$ cat config.mk
export PLATFORM = sky130hd
export DESIGN_NAME = uart_rx_fifo_flat
export DESIGN_NICKNAME = d
export VERILOG_FILES = /design/src/rtl/uart_rx_fifo_if.sv /design/src/rtl/uart_rx_fifo.sv /design/src/flat_wrapper.sv
export SDC_FILE = /design/constraint.sdc
export NUM_CORES = 1
export LEC_CHECK = 0
export ABC_AREA = 1
export CAP_MARGIN = 30
export CORE_MARGIN = 2
export CORE_UTILIZATION = 54
export DETAILED_ROUTE_END_ITERATION = 16
export GPL_ROUTABILITY_DRIVEN = 1
export GPL_TIMING_DRIVEN = 0
export PLACE_DENSITY_LB_ADDON = 0.08
export SYNTH_ARGS = -nofsm -noshare
export SYNTH_HDL_FRONTEND = slang
export SYNTH_SLANG_ARGS = --single-unit
export TNS_END_PERCENT = 30
$ cat constraint.sdc
create_clock -name clk -period 2.4 [get_ports clk]
set_clock_uncertainty 0.2 [all_clocks]
set_input_delay 0.48 -clock clk [delete_from_list [all_inputs] [get_ports clk]]
set_output_delay 0.48 -clock clk [all_outputs]
set_load 0.01 [all_outputs]
$ cat src/rtl/uart_rx_fifo_if.sv
// uart_rx_fifo_if
// Bundles the signals between the RX shifter / consumer and the receive FIFO.
//   done, output_data       : frame-complete strobe and byte from the RX shifter
//   rd_en, clr_overrun      : pop request and overrun-flag clear from the consumer
//   rd_data, rd_valid       : head byte and its qualifier
//   empty, full, count      : occupancy status (registered-pointer derived)
//   overrun                 : sticky dropped-byte flag
// Modports: master = shifter/consumer side, slave = FIFO side.
interface uart_rx_fifo_if #(
   parameter int DEPTH  = 16,
   parameter int DATA_W = 8
);
   logic                    done;
   logic [DATA_W-1:0]       output_data;
   logic                    rd_en;
   logic                    clr_overrun;
   logic [DATA_W-1:0]       rd_data;
   logic                    rd_valid;
   logic                    empty;
   logic                    full;
   logic [$clog2(DEPTH):0]  count;
   logic                    overrun;

   modport master (
      output done, output_data, rd_en, clr_overrun,
      input  rd_data, rd_valid, empty, full, count, overrun
   );

   modport slave (
      input  done, output_data, rd_en, clr_overrun,
      output rd_data, rd_valid, empty, full, count, overrun
   );
endinterface

$ cat src/rtl/uart_rx_fifo.sv
// uart_rx_fifo
// Receive byte buffer behind the UART RX shifter. One byte is captured per
// rising edge of done, stored in a circular FIFO and popped by the consumer.
// A byte arriving while full (and not relieved by a same-cycle pop) is
// dropped and sets the sticky overrun flag.
// Ports:
//   clk    : system clock (shared with the RX shifter)
//   reset  : asynchronous, active-low reset
//   bus    : uart_rx_fifo_if.slave (write strobe/data, pop, status, overrun)
// Build option:
//   UART_RX_FIFO_FWFT_EN defined -> first-word-fall-through read (rd_data shows
//   the head combinationally, rd_valid = ~empty). Undefined (default) ->
//   registered read: a pop loads rd_data and pulses rd_valid for one cycle.
module uart_rx_fifo #(
   parameter int DEPTH  = 16,
   parameter int DATA_W = 8
) (
   input  logic           clk,
   input  logic           reset,
   uart_rx_fifo_if.slave  bus
);
   localparam int AW = $clog2(DEPTH);
   localparam int PW = AW + 1;

   logic [DATA_W-1:0] mem [DEPTH];
   logic [PW-1:0]     wr_ptr;
   logic [PW-1:0]     rd_ptr;
   logic              done_q;
   logic              overrun_q;
   logic              wr;
   logic              pop;
   logic              push;
   logic              drop;
   logic              empty_i;
   logic              full_i;

   assign wr      = bus.done & ~done_q;
   assign empty_i = (wr_ptr == rd_ptr);
   assign full_i  = (wr_ptr[AW-1:0] == rd_ptr[AW-1:0]) && (wr_ptr[AW] != rd_ptr[AW]);
   assign pop     = bus.rd_en & ~empty_i;
   // A pop in the same cycle frees the slot being written, so full is no obstacle.
   assign push    = wr & (~full_i | pop);
   assign drop    = wr & full_i & ~pop;

   always_ff @(posedge clk or negedge reset) begin
      if (!reset) begin
         wr_ptr    <= '0;
         rd_ptr    <= '0;
         done_q    <= 1'b0;
         overrun_q <= 1'b0;
      end else begin
         done_q <= bus.done;
         if (push) wr_ptr <= wr_ptr + 1'b1;
         if (pop)  rd_ptr <= rd_ptr + 1'b1;
         if (drop)
            overrun_q <= 1'b1;
         else if (bus.clr_overrun)
            overrun_q <= 1'b0;
      end
   end

   // Storage is deliberately not reset.
   always_ff @(posedge clk) begin
      if (push) mem[wr_ptr[AW-1:0]] <= bus.output_data;
   end

`ifdef UART_RX_FIFO_FWFT_EN
   assign bus.rd_data  = mem[rd_ptr[AW-1:0]];
   assign bus.rd_valid = ~empty_i;
`else
   logic [DATA_W-1:0] rd_data_q;
   logic              rd_valid_q;

   // When full with a coincident write, the written slot is the one being
   // read; the non-blocking read returns the old (head) byte, as intended.
   always_ff @(posedge clk or negedge reset) begin
      if (!reset) begin
         rd_data_q  <= '0;
         rd_valid_q <= 1'b0;
      end else begin
         rd_valid_q <= pop;
         if (pop) rd_data_q <= mem[rd_ptr[AW-1:0]];
      end
   end

   assign bus.rd_data  = rd_data_q;
   assign bus.rd_valid = rd_valid_q;
`endif

   assign bus.empty   = empty_i;
   assign bus.full    = full_i;
   assign bus.count   = wr_ptr - rd_ptr;
   assign bus.overrun = overrun_q;
endmodule

$ cat src/flat_wrapper.sv
// flat-port wrapper written by rule: the top's interface ports become plain ports
module uart_rx_fifo_flat 
#(
   parameter int DEPTH  = 16,
   parameter int DATA_W = 8
)
  (clk, reset, bus_done, bus_output_data, bus_rd_en, bus_clr_overrun, bus_rd_data, bus_rd_valid, bus_empty, bus_full, bus_count, bus_overrun);
  uart_rx_fifo_if #(.DEPTH(DEPTH), .DATA_W(DATA_W)) bus_i ();
  input  logic clk;
  input  logic reset;
  input wire logic [$bits(bus_i.done)-1:0] bus_done;
  input wire logic [$bits(bus_i.output_data)-1:0] bus_output_data;
  input wire logic [$bits(bus_i.rd_en)-1:0] bus_rd_en;
  input wire logic [$bits(bus_i.clr_overrun)-1:0] bus_clr_overrun;
  output wire logic [$bits(bus_i.rd_data)-1:0] bus_rd_data;
  output wire logic [$bits(bus_i.rd_valid)-1:0] bus_rd_valid;
  output wire logic [$bits(bus_i.empty)-1:0] bus_empty;
  output wire logic [$bits(bus_i.full)-1:0] bus_full;
  output wire logic [$bits(bus_i.count)-1:0] bus_count;
  output wire logic [$bits(bus_i.overrun)-1:0] bus_overrun;
  assign bus_i.done = bus_done;
  assign bus_i.output_data = bus_output_data;
  assign bus_i.rd_en = bus_rd_en;
  assign bus_i.clr_overrun = bus_clr_overrun;
  assign bus_rd_data = bus_i.rd_data;
  assign bus_rd_valid = bus_i.rd_valid;
  assign bus_empty = bus_i.empty;
  assign bus_full = bus_i.full;
  assign bus_count = bus_i.count;
  assign bus_overrun = bus_i.overrun;
  uart_rx_fifo #(.DEPTH(DEPTH), .DATA_W(DATA_W)) u_core (.clk(clk), .reset(reset), .bus(bus_i));
endmodule
# == Yosys cells after proc, flatten, opt, wreduce, memory -nomap -nowiden ==
# Memory sizes are Yosys's and may differ from the RTL's. A register that Yosys moved wholly into a read port is not among the register bits.
# Cells that the tools add are included.
# totals
register_bits,13
mem_bits_rw,128
in_bits,13
out_inout_bits,17
elab_cells,29
memories,1
# classes
n_addsub,3
eq_ne,3
n_mux,4
n_bitwise,10
reduce_logical,3
# mem_list
memory,words,width,rd,rd_clocked_by_memory_dff,wr,line,text
u_core.mem,16,8,1,1,1,uart_rx_fifo.sv:25,logic [DATA_W-1:0] mem [DEPTH];
# ops
cell,count
5-bit by 1-bit adder with 5-bit output (second input constant),2
1-bit AND,5
5-bit equality test,1
5-bit subtractor,1
4-bit equality test,1
1-bit two-way mux,4
1-bit NOT,4
2-bit nonzero test,1
1-bit logical AND,1
1-bit logical NOT,1
1-bit != test,1
1-bit OR,1

# == Logic depth before layout (Yosys ltp) ==
# logic_depth
depth_word,7
depth_mapped,12
mapped_depth_nobuf,10

# == Least setup slack after synthesis ==
# Ideal clock, no wire load.
# synth_path
path_type,reg-to-reg
from,register u_core.rd_ptr[2]
to,"memory u_core.mem[12][0], enable pin"
setup_ns,0.370
arrival_time_ns,2.072
required_ns,1.830
setup_slack_ns,-0.242
stages_incl_launch_ff,12
n_path_buf,2
synth_period_minus_slack_ns,2.642
cell_sequence,dfrtp_1 -> buf_4 -> clkinv_1 -> buf_4 -> ha_1 -> nand4_2 -> nor2_4 -> nand2_2 -> nand2_4 -> inv_4 -> nand2_2 -> nor2_1
# synth_via
elab_chain_cells,7
elab_cells_between_ends,10
cone_classes,2 x eq/ne; 2 x mux; 5 x bitwise; 1 x reduce/logical
# synth_lines
item,line,text
"start, declared",uart_rx_fifo.sv:27,logic [PW-1:0] rd_ptr;
"start signal, assigned",uart_rx_fifo.sv:54,if (pop) rd_ptr <= rd_ptr + 1'b1;
4-bit equality test,uart_rx_fifo.sv:39,assign full_i = (wr_ptr[AW-1:0] == rd_ptr[AW-1:0]) && (wr_ptr[AW] != rd_ptr[AW]);
1-bit logical AND,uart_rx_fifo.sv:39,
net bus_full,flat_wrapper.sv:18,output wire logic [$bits(bus_i.full)-1:0] bus_full;
1-bit NOT,uart_rx_fifo.sv:42,assign push = wr & (~full_i | pop);
1-bit OR,uart_rx_fifo.sv:42,
1-bit AND,uart_rx_fifo.sv:42,
1-bit two-way mux,uart_rx_fifo.sv:64,if (push) mem[wr_ptr[AW-1:0]] <= bus.output_data;
1-bit two-way mux (implied by the code),uart_rx_fifo.sv:64,
"end, declared",uart_rx_fifo.sv:25,
# The timed path passes the listed nets, and every way through them passes these cells.

# == Final worst setup path ==
# layout_path
from,register u_core.wr_ptr[0]
to,output bus_count[4]
# layout_via
elab_chain_cells,1
# layout_lines
item,line,text
"start, declared",uart_rx_fifo.sv:26,logic [PW-1:0] wr_ptr;
"start signal, assigned",uart_rx_fifo.sv:53,if (push) wr_ptr <= wr_ptr + 1'b1;
5-bit subtractor,uart_rx_fifo.sv:92,assign bus.count = wr_ptr - rd_ptr;
"end, declared",flat_wrapper.sv:19,output wire logic [$bits(bus_i.count)-1:0] bus_count;
# No other way between the ends.

==> results.toml <==
[routing]
wl_per_cell_um = 18.5
drc = 0
wirelength_mm = 16.6
drtIter0Drc = 455
ant_nets = 0
firstDrtPassIters = 5
vias_per_cell = 5.23
vias = 4690

[place]
place.gp.congestion = 0.883
placed_cell_area_um2 = 7290
dpl.hpwl_mm = 11.0
pre_cts_ws_ns = -0.473
portBuffers = 29

[die]
fp.dieH_um = 115
io_pins = 30
rows = 40
core_um2 = 12100
initial_core_util_pct = 55.4
die_x_um = 115
dieArea_um2 = 13300

[critical_path]
worst_setup_path_start_kind = "flop"
worstPathRequired_ns = 1.72
cp.arrival_ns = 1.85
endpoint_kind = "primary output"
cp_max_fo = 2
worstSetupPathType = "reg2out"

[cts]
clkLatencyLatePin_ns = 0.42
cts-htree-levels = 4
ctsHoldBuffers = 0
cts-buffers-inserted = 17
cts_sinks = 149
clk_transition_reported_paths_ns = 0.06
cts_tree = "built"
cts_root_buf = "clkbuf_16"
clk_path_buf_depth = 2

[sta]
final_hold_viol_count = 0
slew_headroom_pct = 42.4
timing.final.crit_share_pct = 105
setup_viol = 3
rsz0062_at_grt = "yes"
worst_pin_slew_ns = 0.862
period_minus_slack_ns = 2.53
finalSetupTns_ns = -0.252
setup_ws_ns = -0.130
slew_violations = 0
fmax_mhz = 395

[yosys]
ys.flop_type = "edfxtp_1"
synth_seq_cells = 149
synth_most_common_cell = "nand2_1"
postSynth.asyncResetShare_pct = 14.1
avgSynthCellArea_um2 = 10.1
synthTopCellsByCount = "nand2_1 (212), edfxtp_1 (128), inv_1 (108), nand3_1 (104), dfrtp_1 (21)"
synth.net_count = 682
yosysSeqAreaShare_pct = 65.4
synth_cell_types = 25
ys.warnings.count = 0
synth_area_leaders = "edfxtp_1 (57%), nand2_1 (12%), dfrtp_1 (7.9%)"
netlist_area_um2 = 6690
synth_edf_count = 128
yosys.area.top_type = "edfxtp_1"
synthCells = 659
synth_top_cell_area_share_pct = 57.5

[pwr]
power_frac_seq_pct = 31.9
p_clk_share_pct = 27.4
internal_power_uw = 6440
vdd_drop_max_v = 0.000716
p_comb_share_pct = 40.7
power_density_nw_per_um2 = 1260
p_total_uw = 10200
switching_share_pct = 37.0
power_switching_uw = 3780
p_leak_uw = 0.00354

[run_status]
violations = "setup timing"
status = "complete, but fails checks"

[global_routing]
grt.overflow.total = 0
grt_pass1_wl_mm = 25.2
antenna_found_initial = 0
grtUsageTotal_pct = 26.7
grt_max_degree = 22
grt_pass1_vias = 4514

[finish]
area_growth_pct = 21.2
post-route-cell-area_um2 = 8100
final_util_pct = 67.2
drive_gt1_share_pct = 15.2
fin_nets = 739
antenna_cells = 0

[min_path]
hold_path.class = "in2async"

[job]
maxCapViolations = 0
-- worst max-delay path, cell delays in order (launching register included) --
cell,delay (ns)
dfrtp_1,0.38
inv_2,0.09
ha_4,0.13
inv_2,0.04
fa_2,0.34
nand3_1,0.09
nand2_1,0.07
xor2_1,0.14
buf_2,0.15
-- placed cells by master (no fill, tap or decap), drive strengths merged, types with 8 or more instances in the layout --
master,count
buf,42
edfxtp,128
nor2,19
nand2,219
ha,9
clkdlybuf4s50,22
nand3,104
clkinv,8
dfrtp,21
inv,112
clkbuf,19
-- cell families (layout without fill, tap and decap cells) --
logic type | after synthesis | after routing | synth area share [%]
and+or+nand+nor | 344 | 344 | 21.9
DFF | 149 | 149 | 65.4
buffers and inverters | 141 | 210 | 8.98
adders and majority gates | 10 | 10 | 1.98
xor gates and xnor gates | 9 | 9 | 1.29
AOI/OAI and AO/OA | 6 | 6 | 0.449
-- registers in the layout, indices dropped and copies added (netlist names) --
register,cells
u_core.mem,128
u_core.bus.rd_data,8
u_core.rd_ptr,5
u_core.wr_ptr,5
u_core.bus.overrun,1
u_core.bus.rd_valid,1
u_core.done_q,1
-- final timing paths --
check                                            from                    end  slack (ns)  depth (start not counted)
worst max-delay path                 u_core.wr_ptr[0]           bus_count[4]       -0.13                          8
worst min-delay path                            reset    u_core.bus.rd_valid        0.06                          1
worst max register to register       u_core.rd_ptr[1]       u_core.mem[5][6]        0.09                         10
worst min register to register  u_core.bus.rd_data[1]  u_core.bus.rd_data[1]        0.27                          2
max in group asynchronous                       reset       u_core.wr_ptr[2]        1.55                          2
min in group clk                u_core.bus.rd_data[1]  u_core.bus.rd_data[1]        0.27                          2
-- through the flow --
step,hold WS [ns],cells
floorplan,-0.0156,659
global placement,0.263,856
detailed placement,0.266,856
CTS,0.281,893
global route,0.0736,896
finish,0.0648,896
-- power groups by stage --
stage | Sequential [µW] | Clock (µW) | Combinational [µW]
global placement | 3280 | 0 | 3700
global route | 3290 | 2910 | 4510
finish | 3260 | 2800 | 4160
detailed placement | 3300 | 0 | 3780
floorplan | 3280 | 0 | 2380
CTS | 3260 | 2810 | 4000
-- repair_timing --
| item | 4_1_cts | 5_1_grt |
|---|---|---|
| buffers inserted | 8 | 2 |
| cloned | 0 | 0 |
| setup endpoints to repair | 136 | 21 |
| resized for setup | 46 | 7 |
| pin swaps | 3 | 1 |
-- final cells by class --
type	count	area, µm²
plain buffers	25	168
clock buffers	19	433
clock inverters	12	185
fillers	932	3960
inverters	114	460
multi-input cells	369	1900
flip-flops and latches	149	4370
well taps	168	210
repair buffers	40	372
-- per-layer routing --
metal	global-route usage [%]	part of all wire [%]	vias to the layer above
met4	10.2	2.5	0
met5	0	0	-
met3	6.17	6.2	27
met1	37.4	44	2272
li1	-	-	2221
met2	41.1	47	170
Note: power is estimated with default switching activity, not from simulation.
